[src/rtl/fifo_reader_pkg.sv]
// Shared types and constants for the FIFO stream reader.
// Imported by the skid buffer and the reader top.
package fifo_reader_pkg;

    localparam int BUF_DEPTH = 2;
    localparam int STATS_W   = 16;

    typedef logic [1:0] occ_t;

endpackage

[src/rtl/stream_skid_buf2.sv]
// Two-entry output buffer between the FIFO read port and the stream.
// Push writes the tail slot, pop retires the head slot.
module stream_skid_buf2
    import fifo_reader_pkg::*;
#(
    parameter int DATA_WIDTH = 8
) (
    input  logic                  clk,
    input  logic                  rst,
    input  logic                  push,
    input  logic [DATA_WIDTH-1:0] push_data,
    input  logic                  pop,
    output logic [1:0]            occ,
    output logic                  m_valid,
    output logic [DATA_WIDTH-1:0] m_data
);

    logic [DATA_WIDTH-1:0] mem [BUF_DEPTH];
    logic                  head;
    logic                  tail;

    always_ff @(posedge clk) begin
        if (rst) begin
            for (int i = 0; i < BUF_DEPTH; i++) begin
                mem[i] <= '0;
            end
            head <= 1'b0;
            tail <= 1'b0;
            occ  <= '0;
        end else begin
            if (push) begin
                mem[tail] <= push_data;
                tail      <= ~tail;
            end
            if (pop) begin
                head <= ~head;
            end
            // push and pop together leave the count unchanged
            case ({push, pop})
                2'b10:   occ <= occ + 2'd1;
                2'b01:   occ <= occ - 2'd1;
                default: occ <= occ;
            endcase
        end
    end

    always_ff @(posedge clk) begin
        if (!rst) begin
            assert (occ <= 2'd2);
        end
    end

    assign m_valid = (occ != 2'd0);
    assign m_data  = mem[head];

endmodule

[src/rtl/fifo_stream_reader.sv]
// Pops the synchronous FIFO and presents words as a valid/ready stream.
// Define FIFO_READER_STATS_EN to add the saturating stats_count output.
module fifo_stream_reader
    import fifo_reader_pkg::*;
#(
    parameter int DATA_WIDTH = 8
) (
    input  logic                  clk,
    input  logic                  rst,
    input  logic                  en,
    output logic                  fifo_rd_en,
    input  logic [DATA_WIDTH-1:0] fifo_rd_data,
    input  logic                  fifo_empty,
    output logic                  m_valid,
    output logic [DATA_WIDTH-1:0] m_data,
    input  logic                  m_ready,
    output logic                  busy
`ifdef FIFO_READER_STATS_EN
    ,
    output logic [STATS_W-1:0]    stats_count
`endif
);

    occ_t                  occ;
    logic                  pending;
    logic                  deq;
    logic                  buf_valid;
    logic [DATA_WIDTH-1:0] buf_data;
    logic [2:0]            occ_after;

    assign deq = m_valid && m_ready;

    // room is judged after this cycle's capture and dequeue settle
    assign occ_after = {1'b0, occ} + {2'b00, pending} - {2'b00, deq};

    assign fifo_rd_en = !rst && en && !fifo_empty && (occ_after < 3'd2);

    always_ff @(posedge clk) begin
        if (rst) begin
            pending <= 1'b0;
        end else begin
            pending <= fifo_rd_en;
        end
    end

    stream_skid_buf2 #(
        .DATA_WIDTH (DATA_WIDTH)
    ) u_buf (
        .clk       (clk),
        .rst       (rst),
        .push      (pending),
        .push_data (fifo_rd_data),
        .pop       (deq),
        .occ       (occ),
        .m_valid   (buf_valid),
        .m_data    (buf_data)
    );

    assign m_valid = buf_valid && !rst;
    assign m_data  = rst ? '0 : buf_data;
    assign busy    = !rst && (pending || buf_valid);

`ifdef FIFO_READER_STATS_EN
    logic [STATS_W-1:0] stats_q;

    always_ff @(posedge clk) begin
        if (rst) begin
            stats_q <= '0;
        end else if (deq && (stats_q != {STATS_W{1'b1}})) begin
            stats_q <= stats_q + 1'b1;
        end
    end

    assign stats_count = stats_q;
`endif

endmodule

[config.mk]
export PLATFORM = sky130hd
export DESIGN_NAME = fifo_stream_reader
export DESIGN_NICKNAME = d
export VERILOG_FILES = /design/src/rtl/fifo_reader_pkg.sv /design/src/rtl/stream_skid_buf2.sv /design/src/rtl/fifo_stream_reader.sv
export SDC_FILE = /design/constraint.sdc
export NUM_CORES = 1
export LEC_CHECK = 0
export BUFFER_PORTS_ARGS = -buffer_cell sky130_fd_sc_hd__buf_2
export CORE_MARGIN = 3
export CORE_UTILIZATION = 40
export DETAILED_ROUTE_END_ITERATION = 8
export HOLD_SLACK_MARGIN = 0.08
export SLEW_MARGIN = 25
export SYNTH_ARGS = -nofsm -noshare
export SYNTH_HDL_FRONTEND = slang
export SYNTH_SLANG_ARGS = --single-unit
[constraint.sdc]
create_clock -name clk -period 2.53 [get_ports clk]
set_input_delay 0.506 -clock clk [delete_from_list [all_inputs] [get_ports clk]]
set_output_delay 0.506 -clock clk [all_outputs]
set_load 0.1 [all_outputs]
==> qor.csv, run 1 <==
metric,value,unit
synth_compound_area_share,5.91,%
rsz0062_at_grt,true,
hpwl,1390,um
r2r-start,pending$_SDFF_PP0_,
max_freq,0.401,GHz
synth-xor-area-share,1.65,%
worstPathArrival,1.99,ns
synthSimpleGateAreaFrac,22.0,%
avgSynthCellArea,10.3,um2
path_cells,inv_4 > and4_4 > buf_4 > fa_1 > nand4_1 > nor2_4 > buf_12,
rows,18,
grt_pass1_vias,802,
drc,0,
synthAdderAreaFrac,1.89,%
p_total,0.000726,W
root_buffer,clkbuf_4,
grt_pass1_wl,3530,um
crit_type,flop to output port,
vdd_drop_max,0.270,mV
ant_nets,0,
track_usage,13.9,%
grt_max_degree,16,
maxCapViolCount,0,
fin_crit,2.49,ns
hold_end,u_buf.tail$_SDFFE_PP0P_,
drv_slew,0,
yosysUniqueCellTypes,21,
syn_area,1060,um2
hp-class,flop to flop,
async_reset_ff_share,0,%
antenna_cells,0,
ys_warn_count,0,
worstSkewPairLatency,0.30,ns
synthMuxAreaShare,7.57,%
leakagePower,0.531,nW
synthToLayoutAreaGrowth,22.3,%
synth_nets,117,
critPathLaunchType,flop,
die_y,57.4,um
tritoncts,yes,
post_drt_wl_per_cell,12.3,um
clk_path_buf_depth,2,
ff2ff_path_depth,2,
fillers,227,
gp_congestion,0.728,
finalCritPeriodShare,98.5,%
worst-r2r-setup-slack,0.96,ns
fin_skew,0.00492,ns
start_util,42.3,%
num_vias,784,
setup_violations,0,
overflow,0,
max-slew-margin-rel,67.7,%
status,"finished, final reports clean",
whs_path_depth,2,
cpMaxStageDelayCell,fa_1,
routed_wl,1960,um
max_slew.worst_pin.slew,0.488,ns
cts_buffers,3,
die_area,3300,um2
drt-initial-drc-count,27,
slowest_delay,0.50,ns
ys_seq_area_share,56.7,%
drtPass1Iterations,4,
cp_data_required_time,2.02,ns
clock_sinks,22,
ys_seq_elements,22,
ys_dominant_reg_cell,edfxtp_1,
tns,0,ns
vias_per_cell,4.90,
hold_start,u_buf.tail$_SDFFE_PP0P_,
die_w,57.4,um
end_kind,output port,
syn_inst,103,
path_clk_slew,0.11,ns
hold_viol_final,0,
antenna_found_initial,0,
powerDensity,561,nW/um2
nets,145,
synth_top_family_by_area,simple AND/OR/NAND/NOR gates,
reg2reg_to,u_buf.mem[0][4]$_SDFFCE_PN0P_,
portBuffers,23,
path_max_fanout,3,
cts_hold_buf,0,
drive_above_1_share,32.3,%
core,2500,um2
synth-edff-count,16,
cts_max_level,1,
num_io_pins,24,
==> metrics by stage <==
step	cell area, um2	setup slack, ns	cells	utilization [%]	hold WS, ns
after detailed placement	1230	0.0281	153	49.0	0.483
after floorplan	1070	0.00670	103	-	0.452
after global placement	1230	0.0389	153	49.0	0.466
after CTS	1290	0.000905	159	51.5	0.503
final	1290	0.0370	160	51.8	0.503
after global routing	1290	-0.0872	160	51.8	0.517
==> worst max-delay path by stage <==
stage / start / endpoint / slack (ns) / cells after the start
finish: u_buf.occ[0]$_SDFFE_PP0P_ / fifo_rd_en / 0.04 / 7
floorplan: rst / fifo_rd_en / 0.007 / 6
detailed placement: rst / fifo_rd_en / 0.03 / 8
global route: u_buf.occ[0]$_SDFFE_PP0P_ / fifo_rd_en / -0.09 / 7
global placement: rst / fifo_rd_en / 0.04 / 8
CTS: u_buf.occ[0]$_SDFFE_PP0P_ / fifo_rd_en / 0.0009 / 7
==> timing repair <==
action                                  4_1_cts  5_1_grt
pin swaps                                     3        4
buffers inserted                              2        1
gates resized for setup                       5        0
endpoints found under the setup margin        1        1
==> cells by family (layout without fill, tap and decap cells) <==
kind of cell    after synthesis  count (layout)
simple gates                 52              52
flops                        22              22
buf+inv                      10              37
compound gates                8               8
mux                           8               8
xor+xnor                      2               2
fa+ha+maj                     1               1
==> cells in the mapped netlist (3+ instances only) <==
| cell type | instances | area, um2 |
|---|---|---|
| nor2_1 | 31 | 116 |
| nand2_1 | 11 | 41.3 |
| mux2i_1 | 8 | 80.1 |
| buf_2 | 6 | 30.0 |
| o21ai_1 | 3 | 15.0 |
| dfxtp_1 | 6 | 120 |
| a21oi_1 | 3 | 15.0 |
| edfxtp_1 | 16 | 480 |
==> cell usage in the layout, fill, tap and decap left out, types with 2 or more instances in the layout <==
cell type,Yosys,final
nor2_1,31,30
xor2_1,2,2
a21oi_1,3,3
mux2i_1,8,8
inv_2,2,2
nor3_1,2,2
dfxtp_1,6,5
edfxtp_1,16,16
nand2_1,11,11
nand2b_1,2,2
and4_4,2,2
o21ai_1,3,2
buf_2,6,22
clkbuf_4,0,3
buf_4,0,6
==> final cells by class <==
class                           instances  area (um2)  share of cell area (%)
Clock buffer                            4        36.3                    2.80
Timing Repair Buffer                   29         175                    13.5
Sequential cell                        22         604                    46.7
Tap cell                               30        37.5                    2.90
Inverter                                4        17.5                    1.35
Multi-Input combinational cell         71         424                    32.8
==> sequential cells by signal, summed over array words and instances (netlist names), named ones only <==
register and cells:
u_buf.mem 16, u_buf.occ 2, pending 1, u_buf.tail 1
u_buf.head 1
==> metal layers <==
layer	part of all wire, %	GRT usage (%)
met2	50	25.5
met1	45	15.1
met3	4.1	3.17
met5	0	0
met4	0.76	5.96
==> worst max-delay path, delay by kind of cell, from the launching register on <==
family / cells / cell delay (ns)
adder cells (fa/ha/maj): 1 / 0.50
flip-flops: 1 / 0.38
buffers and inverters: 3 / 0.35
AND/OR/NAND/NOR: 3 / 0.46
==> power by group <==
group / leakage (nW) / internal (W) / switching (W)
logic: 0.294 / 0.0000310 / 0.0000968
clock network: 0.0210 / 0.0000877 / 0.000102
registers: 0.216 / 0.000401 / 0.00000807
Power figures use the tool's default switching activity.
==> run 2, diff against run 1 <==
--- a/config.mk
+++ b/config.mk
@@ -6,10 +6,12 @@
 export NUM_CORES = 1
 export LEC_CHECK = 0
 export BUFFER_PORTS_ARGS = -buffer_cell sky130_fd_sc_hd__buf_2
+export CORE_ASPECT_RATIO = 1.4
 export CORE_MARGIN = 3
-export CORE_UTILIZATION = 40
+export CORE_UTILIZATION = 52
 export DETAILED_ROUTE_END_ITERATION = 8
 export HOLD_SLACK_MARGIN = 0.08
+export PLACE_DENSITY = 0.77
 export SLEW_MARGIN = 25
 export SYNTH_ARGS = -nofsm -noshare
 export SYNTH_HDL_FRONTEND = slang
==> run 2 against run 1 <==
Sequential share of layout area up 0.73 points. Non-clock buffer count shrank 1. Combinational power about the same. Setup slack improved by 0.0026 ns. Critical path depth stayed put. Cell count shrank 6.9%. Power grew 0.11%. Clock-buffer cell count is the same. Fmax grew 0.10%. Via count grew 1.7%. Routed wire length is 4.6% higher. Largest power group unchanged.
==> qor.csv, run 2 (synthesized netlist as in run 1, its figures left out) <==
metric,value,unit
fin_skew,0.00387,ns
cp_data_required_time,2.02,ns
worstSkewPairLatency,0.30,ns
hpwl,1550,um
critPathLaunchType,flop,
top_register,u_buf.mem,
grt_max_degree,16,
drc,0,
drv_slew,0,
layout_common_cells,"nor2_1 (30), buf_2 (22), edfxtp_1 (16), nand2_1 (11), mux2i_1 (8)",
rows,18,
leakagePower,0.527,nW
antenna_cells,0,
clk_path_buf_depth,2,
grt_pass1_wl,3390,um
path_max_fanout,3,
drt-initial-drc-count,18,
cpMaxStageDelayCell,fa_1,
worstPathArrival,1.98,ns
routed_wl,2050,um
layout_setup_ws,0.0395,ns
cts_max_level,1,
start_util,57.3,%
die_w,44.1,um
tritoncts,yes,
portBuffers,23,
overflow,0,
drtPass1Iterations,4,
vias_per_cell,5.35,
fillers,145,
vdd_drop_max,0.440,mV
drive_above_1_share,31.8,%
synthToLayoutAreaGrowth,20.4,%
tns,0,ns
cts_buffers,3,
utilization,69.0,%
fin_crit,2.49,ns
max_freq,0.402,GHz
largest_reg_flops,16,
critPathTopFamily,simple AND/OR/NAND/NOR gates,
die_area,2620,um2
die_y,59.4,um
path_clk_slew,0.12,ns
grt_pass1_vias,794,
crit_type,flop to output port,
powerDensity,570,nW/um2
core,1850,um2
antenna_found_initial,0,
rsz0062_at_grt,true,
nets,144,
hold_viol_final,0,
status,"finished, final reports clean",
gp_congestion,0.665,
path_buf_inv,2,
max_slew.worst_pin.slew,0.493,ns
track_usage,17.6,%
finalCritPeriodShare,98.4,%
ant_nets,0,
seq_area,604,um2
root_buffer,clkbuf_4,
maxCapViolCount,0,
end_kind,output port,
path_cells,inv_4 > and4_4 > o21ai_2 > fa_1 > nand4_1 > nor2_4 > buf_12,
max-slew-margin-rel,67.3,%
num_vias,797,
hp-class,flop to flop,
multiInputGateArea,424,um2
largestRegisters,"u_buf.mem: 16 flops, u_buf.occ: 2 flops",
num_io_pins,24,
clock_sinks,22,
final_common_cell,nor2_1,
dp_slack,0.000236,ns
slowest_delay,0.49,ns
post_drt_wl_per_cell,13.8,um
setup_violations,0,
## run 2: cell types whose count changed in the layout (fill, tap and decap cells not counted), sizes merged
cell  delta
buf      -1
## run 2: cell type report
type | instances | share of cell area, %
tap | 20 | 1.96
timing repair buffer | 28 | 13.2
inverter | 4 | 1.37
sequential | 22 | 47.4
multi-input combinational | 71 | 33.3
clock buffer | 4 | 2.85
## run 2: timing repair
item | 4_1_cts | 5_1_grt
gates resized for setup | 4 | 1
endpoints found under the setup margin | 1 | 1
pin swaps | 2 | 0
hold buffers | 0 | 0
setup buffers | 1 | 0
## run 2: power by group
part / switching [W] / internal (W) / total [W]
clock: 0.000102 / 0.0000878 / 0.000190
combinational: 0.0000972 / 0.0000311 / 0.000128
sequential: 0.00000809 / 0.000401 / 0.000409
total: 0.000207 / 0.000519 / 0.000727
## run 2: stage by stage
step           cells  area [um2]  hold slack [ns]  total power (W)
6_report         149        1270            0.510         0.000727
3_5_place_dp     144        1220            0.486         0.000545
2_1_floorplan    103        1070            0.452         0.000512
3_3_place_gp     144        1220            0.465         0.000541
5_1_grt          149        1270            0.505         0.000753
4_1_cts          149        1270            0.502         0.000727
## run 2: path summary, 6_finish.rpt
kind	startpoint	endpoint	slack, ns	cells past startpoint
setup / recovery	u_buf.occ[0]$_SDFFE_PP0P_	fifo_rd_en	0.04	7
hold / removal	u_buf.tail$_SDFFE_PP0P_	u_buf.tail$_SDFFE_PP0P_	0.51	2
setup reg to reg	u_buf.occ[0]$_SDFFE_PP0P_	pending$_SDFF_PP0_	0.97	6
hold reg to reg	u_buf.tail$_SDFFE_PP0P_	u_buf.tail$_SDFFE_PP0P_	0.51	2
## run 2: worst min-delay path, cell delays in order (launching register included)
cell	delay, ns
dfxtp_1	0.34
nand2b_1	0.07
a21oi_1	0.06
## run 2: layer usage
layer	global-route usage (%)	vias to the layer above	wire length, um
met5	0	-	0
met1	17.5	371	738
met3	2.43	6	96
met2	35.0	21	1180
met4	6.47	0	41
li1	-	399	-
==> run 3, diff against run 2 <==
--- a/config.mk
+++ b/config.mk
@@ -11,7 +11,7 @@
 export CORE_UTILIZATION = 52
 export DETAILED_ROUTE_END_ITERATION = 8
 export HOLD_SLACK_MARGIN = 0.08
-export PLACE_DENSITY = 0.77
+export PLACE_DENSITY = 0.83
 export SLEW_MARGIN = 25
 export SYNTH_ARGS = -nofsm -noshare
 export SYNTH_HDL_FRONTEND = slang
==> run 3 against run 2 <==
Flip-flop and latch count unchanged. Register-to-register slack worse by 0.06 ns. Sequential share of layout area down 0.28 points. Critical path depth unchanged. Die area unchanged.
==> qor.csv, run 3 (synthesized netlist as in run 1, its figures left out) <==
metric,value,unit
die_w,44.1,um
tritoncts,yes,
drive_above_1_share,32.3,%
nets,145,
p_clk_share,26.2,%
status,"finished, final reports clean",
hold_viol_final,0,
drc,0,
setup_violations,0,
num_io_pins,24,
synthToLayoutAreaGrowth,21.2,%
num_vias,775,
max-slew-margin-rel,68.0,%
final_common_cell,nor2_1,
hpwl,1440,um
p_total,0.000726,W
path_max_fanout,3,
finalCritPeriodShare,99.4,%
ant_nets,0,
antenna_cells,0,
seqPwrFrac,56.3,%
grt_pass1_wl,3200,um
worst-r2r-setup-slack,0.91,ns
layout_common_cells,"nor2_1 (30), buf_2 (22), edfxtp_1 (16), nand2_1 (11), mux2i_1 (8)",
cts_hold_buf,0,
core,1850,um2
drtPass1Iterations,4,
max_slew.worst_pin.slew,0.484,ns
clock_sinks,22,
routed_wl,1900,um
p_int,0.000520,W
end_kind,output port,
overflow,0,
drv_slew,0,
fin_crit,2.51,ns
rows,18,
maxCapViolCount,0,
largestRegisters,"u_buf.mem: 16 flops, u_buf.occ: 2 flops",
vdd_drop_max,0.395,mV
layout_setup_ws,0.0154,ns
track_usage,16.9,%
clk_path_buf_depth,2,
rsz0062_at_grt,true,
die_area,2620,um2
root_buffer,clkbuf_4,
worstSkewPairLatency,0.31,ns
path_clk_slew,0.11,ns
top_register,u_buf.mem,
worstPathArrival,2.01,ns
cp_data_required_time,2.02,ns
crit_type,flop to output port,
portBuffers,23,
powerDensity,566,nW/um2
cts_max_level,1,
start_util,57.3,%
leakagePower,0.533,nW
gp_congestion,0.717,
utilization,69.4,%
p_sw_share,28.4,%
largest_reg_flops,16,
post_drt_wl_per_cell,12.6,um
vias_per_cell,5.17,
antenna_found_initial,0,
die_y,59.4,um
cts_buffers,3,
switchingPower,0.000206,W
grt_max_degree,16,
dp_slack,-0.0148,ns
drt-initial-drc-count,19,
hp-class,flop to flop,
grt_pass1_vias,757,
max_freq,0.398,GHz
critPathLaunchType,flop,
p_comb_share,17.5,%
fin_skew,0.000854,ns
[run 3: cell count changes in the layout (fill, tap and decap cells not counted)]
cell	previous run	this run
buf_4	5	6
[run 3: area by class of cell]
type	count	area (um2)
clock buffer	4	36.3
fill	149	564
inverter	4	17.5
multi-input combinational	71	424
sequential	22	604
tap	20	25.0
timing repair buffer	29	175
[run 3: path summary, 6_finish.rpt]
path / startpoint / end / cells after the start
setup / recovery: u_buf.occ[0]$_SDFFE_PP0P_ / fifo_rd_en / 7
hold / removal: u_buf.tail$_SDFFE_PP0P_ / u_buf.tail$_SDFFE_PP0P_ / 2
setup reg to reg: u_buf.occ[0]$_SDFFE_PP0P_ / pending$_SDFF_PP0_ / 6
hold reg to reg: u_buf.tail$_SDFFE_PP0P_ / u_buf.tail$_SDFFE_PP0P_ / 2
[run 3: routing by layer]
metal | vias up | part of all wire (%) | global-route usage (%)
met5 | - | 0 | 0
met2 | 25 | 56 | 31.3
met4 | 0 | 2.4 | 9.91
li1 | 399 | - | -
met1 | 347 | 36 | 17.3
met3 | 4 | 4.9 | 2.43
[run 3: critical path, cell delays in order (launching register included)]
cell and delay, ns:
dfxtp_4 0.37, inv_4 0.07, and4_4 0.22, o21ai_2 0.06, fa_1 0.49, nand4_1 0.16, nor2_4 0.15, buf_12 0.18
[run 3: repair_timing]
item                       CTS  global route
resized for setup            4             1
buffers inserted             2             0
pin swaps                    2             0
hold endpoints to repair     0             0
setup endpoints to repair    1             1
[run 3: per-stage QoR]
step                      std cells  area, um2  hold slack [ns]  TNS (ns)
final                           150       1280            0.510         0
after global placement          144       1220            0.468         0
after detailed placement        144       1220            0.480   -0.0148
after CTS                       150       1280            0.495         0
after floorplan                 103       1070            0.452         0
after global routing            150       1280            0.526   -0.0508
[run 3: power groups by stage]
stage	Sequential, W	Clock (W)	Combinational [W]
detailed placement	0.000418	0	0.000125
CTS	0.000408	0.000188	0.000127
global placement	0.000417	0	0.000124
global route	0.000411	0.000204	0.000136
floorplan	0.000413	0	0.0000993
finish	0.000408	0.000190	0.000127
